===== src/rtl/spi.sv =====
// rtl/spi.sv - bit-serial host to 256x8 SRAM bridge with command/address/data field strobes
module spi #(
   parameter int ADDR_W = 8,
   parameter int DATA_W = 8
) (
   input  logic clock,
   input  logic reset,
   input  logic sdoM,
   output logic sdoS,
   output logic comload,
   output logic addrload,
   output logic dataload
);

   localparam int MAX_W = (ADDR_W > DATA_W) ? ADDR_W : DATA_W;
   localparam int CNT_W = $clog2(MAX_W);
   localparam logic [CNT_W-1:0] ADDR_LAST = CNT_W'(ADDR_W - 1);
   localparam logic [CNT_W-1:0] DATA_LAST = CNT_W'(DATA_W - 1);

   typedef enum logic [2:0] {
      S_IDLE,
      S_CMD,
      S_ADDR,
      S_DATA,
      S_WRITE,
      S_READ
   } state_t;

   state_t            r_state;
   state_t            w_next;
   logic [CNT_W-1:0]  r_cnt;
   logic              r_cmd;
   logic [ADDR_W-1:0] r_addr;
   logic [DATA_W-1:0] r_data;
   logic [DATA_W-1:0] r_shift;
   logic              r_sdos;
   logic              r_comload;
   logic              r_addrload;
   logic              r_dataload;
   logic [DATA_W-1:0] r_mem [0:(2**ADDR_W)-1];

   // The address including the bit arriving on this edge; used to fetch read data
   // on the same edge that completes the address field.
   logic [ADDR_W-1:0] w_addr_full;
   logic [DATA_W-1:0] w_rd_word;

   assign w_addr_full = {r_addr[ADDR_W-2:0], sdoM};
   assign w_rd_word   = r_mem[w_addr_full];

   assign sdoS     = r_sdos;
   assign comload  = r_comload;
   assign addrload = r_addrload;
   assign dataload = r_dataload;

   // Next-state decode: field sequence CMD -> ADDR -> (DATA -> WRITE | READ) -> CMD.
   always_comb begin
      w_next = r_state;
      case (r_state)
         S_IDLE:  w_next = S_CMD;
         S_CMD:   w_next = S_ADDR;
         S_ADDR:  if (r_cnt == ADDR_LAST) w_next = r_cmd ? S_DATA : S_READ;
         S_DATA:  if (r_cnt == DATA_LAST) w_next = S_WRITE;
         S_WRITE: w_next = S_CMD;
         S_READ:  if (r_cnt == DATA_LAST) w_next = S_CMD;
         default: w_next = S_IDLE;
      endcase
   end

   // State register.
   always_ff @(posedge clock or negedge reset) begin
      if (!reset) r_state <= S_IDLE;
      else        r_state <= w_next;
   end

   // Bit counter and field capture; counter restarts whenever the state changes.
   always_ff @(posedge clock or negedge reset) begin
      if (!reset) begin
         r_cnt  <= '0;
         r_cmd  <= 1'b0;
         r_addr <= '0;
         r_data <= '0;
      end else begin
         r_cnt <= (w_next != r_state) ? '0 : r_cnt + CNT_W'(1);
         if (r_state == S_CMD)  r_cmd  <= sdoM;
         if (r_state == S_ADDR) r_addr <= w_addr_full;
         if (r_state == S_DATA) r_data <= {r_data[DATA_W-2:0], sdoM};
      end
   end

   // Registered strobes and readout: outputs reflect the state being entered.
   always_ff @(posedge clock or negedge reset) begin
      if (!reset) begin
         r_comload  <= 1'b0;
         r_addrload <= 1'b0;
         r_dataload <= 1'b0;
         r_sdos     <= 1'b0;
         r_shift    <= '0;
      end else begin
         r_comload  <= (w_next == S_CMD);
         r_addrload <= (w_next == S_ADDR);
         r_dataload <= (w_next == S_DATA);
         if (r_state == S_ADDR && w_next == S_READ) begin
            r_sdos  <= w_rd_word[DATA_W-1];
            r_shift <= w_rd_word << 1;
         end else if (r_state == S_READ) begin
            r_sdos  <= (w_next == S_READ) ? r_shift[DATA_W-1] : 1'b0;
            r_shift <= r_shift << 1;
         end else begin
            r_sdos <= 1'b0;
         end
      end
   end

   // Storage array; not reset so contents survive a reset, and an aborted write never commits.
   always_ff @(posedge clock) begin
      if (r_state == S_WRITE) r_mem[r_addr] <= r_data;
   end

endmodule


===== config.mk =====
export PLATFORM = sky130hd
export DESIGN_NAME = spi
export DESIGN_NICKNAME = d
export VERILOG_FILES = /design/src/rtl/spi.sv
export SDC_FILE = /design/constraint.sdc
export NUM_CORES = 2
export LEC_CHECK = 0
export ABC_AREA = 1
export BUFFER_PORTS_ARGS = -buffer_cell sky130_fd_sc_hd__buf_2
export CORE_MARGIN = 10
export CORE_UTILIZATION = 30
export DETAILED_ROUTE_END_ITERATION = 16
export PLACE_DENSITY = 0.49
export SLEW_MARGIN = 10
export SYNTH_ARGS = -nofsm -noshare
export SYNTH_HDL_FRONTEND = slang
export SYNTH_SLANG_ARGS = --single-unit

===== constraint.sdc =====
create_clock -name clock -period 4 [get_ports clock]
set_input_delay 0.4 -clock clock [delete_from_list [all_inputs] [get_ports clock]]
set_output_delay 0.4 -clock clock [all_outputs]
set_load 0.01 [all_outputs]

==> key figures <==
Status
  – Outcome: finished clean

Cells and area
  – Post-route cell area: 0.0968 mm2
  – Commonest non-fill, non-tap cells in the layout: edfxtp_1, nor2_1, nand2_1
  – Final instance count without filler cells: 11000
  – Layout cells sized above 1: 11.2%
  – Synth-to-layout area growth: 15.0%
  – Commonest non-fill, non-tap cell in the layout: edfxtp_1
  – Layout Nets: 7111

Floorplanning
  – Chip Width: 550 um
  – Die ar.: 0.302 mm2
  – Std-Cell Rows: 194
  – Die H: 550 um
  – Ports: 7
  – Core Area: 0.279 mm2
  – Starting density of the core: 30.1%

Setup path
  – CP max FO: 55
  – Critical path type: flip-flop to flip-flop
  – Setup crit start kind: flip-flop
  – Required @ worst endpoint: 4.75 ns
  – Worst reg2reg setup slack: 0.62 ns
  – Crit end category: flip-flop
  – Reg2Reg Depth: 14
  – RR Startpoint: r_addr[0]
  – Reg2reg end: r_shift[5]
  – Critical path arrival: 4.12 ns

Logic synthesis
  – Post-Synthesis Cells: 6941
  – Synth Flop Type: edfxtp_1
  – Mapped Area: 0.0842 mm2
  – Synth Area in XOR/XNOR: 0.0104%
  – Ys async rst share: 1.63%
  – Post-Synth Simple-Gate Area: 14.6%
  – Post-synth EDFFs: 2048
  – Synth unique cells: 35
  – Seq/Total Area, Yosys: 74.1%
  – Yosys top cell by area: edfxtp_1
  – Dominant cells by area after synthesis: edfxtp_1, nor2_1, o21ai_0
  – Mux share of post-synthesis cell area: 0.0134%
  – Main combinational cell family by area after synthesis: simple AND/OR/NAND/NOR gates
  – Post-synthesis register bit count: 2082
  – Synthesized area per cell: 12.1 um2
  – Synth Area in Compound Gates: 7.55%
  – Synth Area in Adders: 0.0446%
  – Syn nets: 6947
  – Post-synth top area share: 73.0%
  – Ys Warns: 0

Global routing
  – Overflow after GRT: 0
  – Vias in the first global route: 51600
  – Largest net degree at the start of global routing: 175
  – GRT Util Overall: 16.2%
  – First-pass GRT wire length: 367 mm
  – Antenna violations before repair: 5

Clock tree
  – Post-CTS Setup Bufs: 0
  – Num CTS Buffers: 211
  – Root Buffer: clkbuf_16
  – Clk buf depth: 3
  – CTS tree: yes
  – # H-tree levels: 4
  – Clock transition at path regs: 0.06 ns
  – Worst-skew pair later-pin latency: 0.87 ns
  – TritonCTS sink count: 2082

Detailed routing
  – Final WL: 252 mm
  – Vias per inst: 4.85
  – First-pass detailed-route iteration total: 6
  – Routed len/inst: 22.9 um
  – Via count: 53300
  – DRT iter0 DRCs: 5522
  – Antenna-violating nets left: 0
  – DRC: 0

Timing
  – Setup TNS: 0 ns
  – RSZ-0062 raised after global routing: false
  – Hold_ws: 0.251 ns
  – Max Freq: 296 MHz
  – Final setup fails: 0
  – Fin crit period: 3.38 ns
  – Fin crit share: 84.4%
  – Worst slew pin tran: 1.14 ns
  – Relative slew slack: 24.0%
  – Final hold vios: 0
  – Final Skew: 0.0313 ns
  – Slew Viols, Final: 0

Place
  – HPWL Detailed: 147 mm
  – Placed cell area: 0.0901 mm2
  – GP Congestion: 0.824
  – Cell count after placement: 10600
  – Port bufs: 6

Job
  – Max-Cap Viols: 0

Power and ir drop
  – LEAKAGE: 33.1 nW
  – Peak VDD IR: 0.000590 V
  – P per Cell Area: 658 mW/mm2

Min path
  – Hold crit path type: primary input to asynchronous set/reset pin
==> critical path: stages (launching register included) <==
cell	delay [ns]
dfrtp_1	0.53
nor2_4	0.12
inv_4	0.79
buf_4	0.36
nor2_1	0.07
o21ai_0	0.07
nand2_1	0.06
nor2_1	0.21
nor2_1	0.07
nor2_1	0.12
nand2_1	0.17
a21oi_1	0.18
nand3_1	0.24
nand3_1	0.16
nand2_1	0.06
==> layer usage <==
metal  global-route usage [%]  vias to the layer above  share of wire, %
li1                         -                    24600                 -
met1                     22.7                    26800                45
met2                     26.0                     1573                46
met3                     2.77                      369               6.2
met4                     4.18                        2               2.6
met5                        0                        -            0.0052
==> timing repair <==
action | CTS | global route
gates resized for setup | 0 | 0
hold buffers | 1 | 0
endpoints found under the hold margin | 34 | 0
endpoints found under the setup margin | 0 | 0
==> power breakdown <==
part           internal (mW)  total, mW  leakage, nW  switching, mW
Combinational           3.71       16.0         11.0           12.3
Clock                   10.8       19.3         3.24           8.56
Sequential              27.3       28.3         18.8           1.04
Total                   41.8       63.7         33.1           21.9
==> cell families (layout without fill, tap and decap cells) <==
group | after synthesis | count (layout)
AOI/OAI and AO/OA | 1147 | 1147
xor gates and xnor gates | 1 | 1
adders and majority gates | 3 | 3
buffers and inverters | 642 | 975
DFF | 2082 | 2082
muxes | 1 | 1
other | 0 | 3
and+or+nand+nor | 3065 | 3065
==> Yosys cell counts, drive strengths merged (2+ instances only) <==
cell type  instances
edfxtp          2048
nor2            1766
nand2            882
o21ai            838
buf              275
inv              232
o211ai           209
nand3            204
or2              162
clkbuf           133
o22ai             52
a21oi             46
nand4             38
dfrtp             34
and2               8
nor3               5
ha                 3
clkinv             2
==> worst max path at each step <==
stage | slack, ns | startpoint | to | depth (start not counted)
finish | 0.62 | r_addr[0] | r_shift[5] | 14
global route | 0.35 | r_addr[0] | sdoS | 16
CTS | 0.64 | r_addr[0] | r_shift[1] | 12
detailed placement | 0.45 | sdoM | r_shift[1] | 15
global placement | 0.41 | sdoM | r_shift[1] | 15
floorplan | 0.01 | r_data[7] | r_mem[0][7] | 0
==> state kept, by name, summed over array words and instances, names as in the netlist <==
register  flops
r_mem      2048
r_addr        8
r_data        8
r_shift       7
r_cnt         3
r_state       3
addrload      1
comload       1
dataload      1
r_cmd         1
sdoS          1
==> metrics by stage <==
step	setup WS, ns	power, mW	util, %
floorplan	0.0131	36.8	-
global placement	0.413	44.9	32.3
detailed placement	0.455	44.9	32.3
CTS	0.638	64.2	34.6
global route	0.354	66.3	34.6
finish	0.623	63.7	34.6
==> layout make-up <==
| class | count | area, um2 |
|---|---|---|
| antenna | 3 | 7.51 |
| clock buffer | 266 | 5550 |
| clock inverter | 116 | 1080 |
| fill | 27300 | 183000 |
| inverter | 234 | 893 |
| multi-input combinational | 4217 | 18800 |
| sequential | 2082 | 62400 |
| tap | 3724 | 4660 |
| timing repair buffer | 359 | 3420 |
Power figures use the tool's default switching activity.
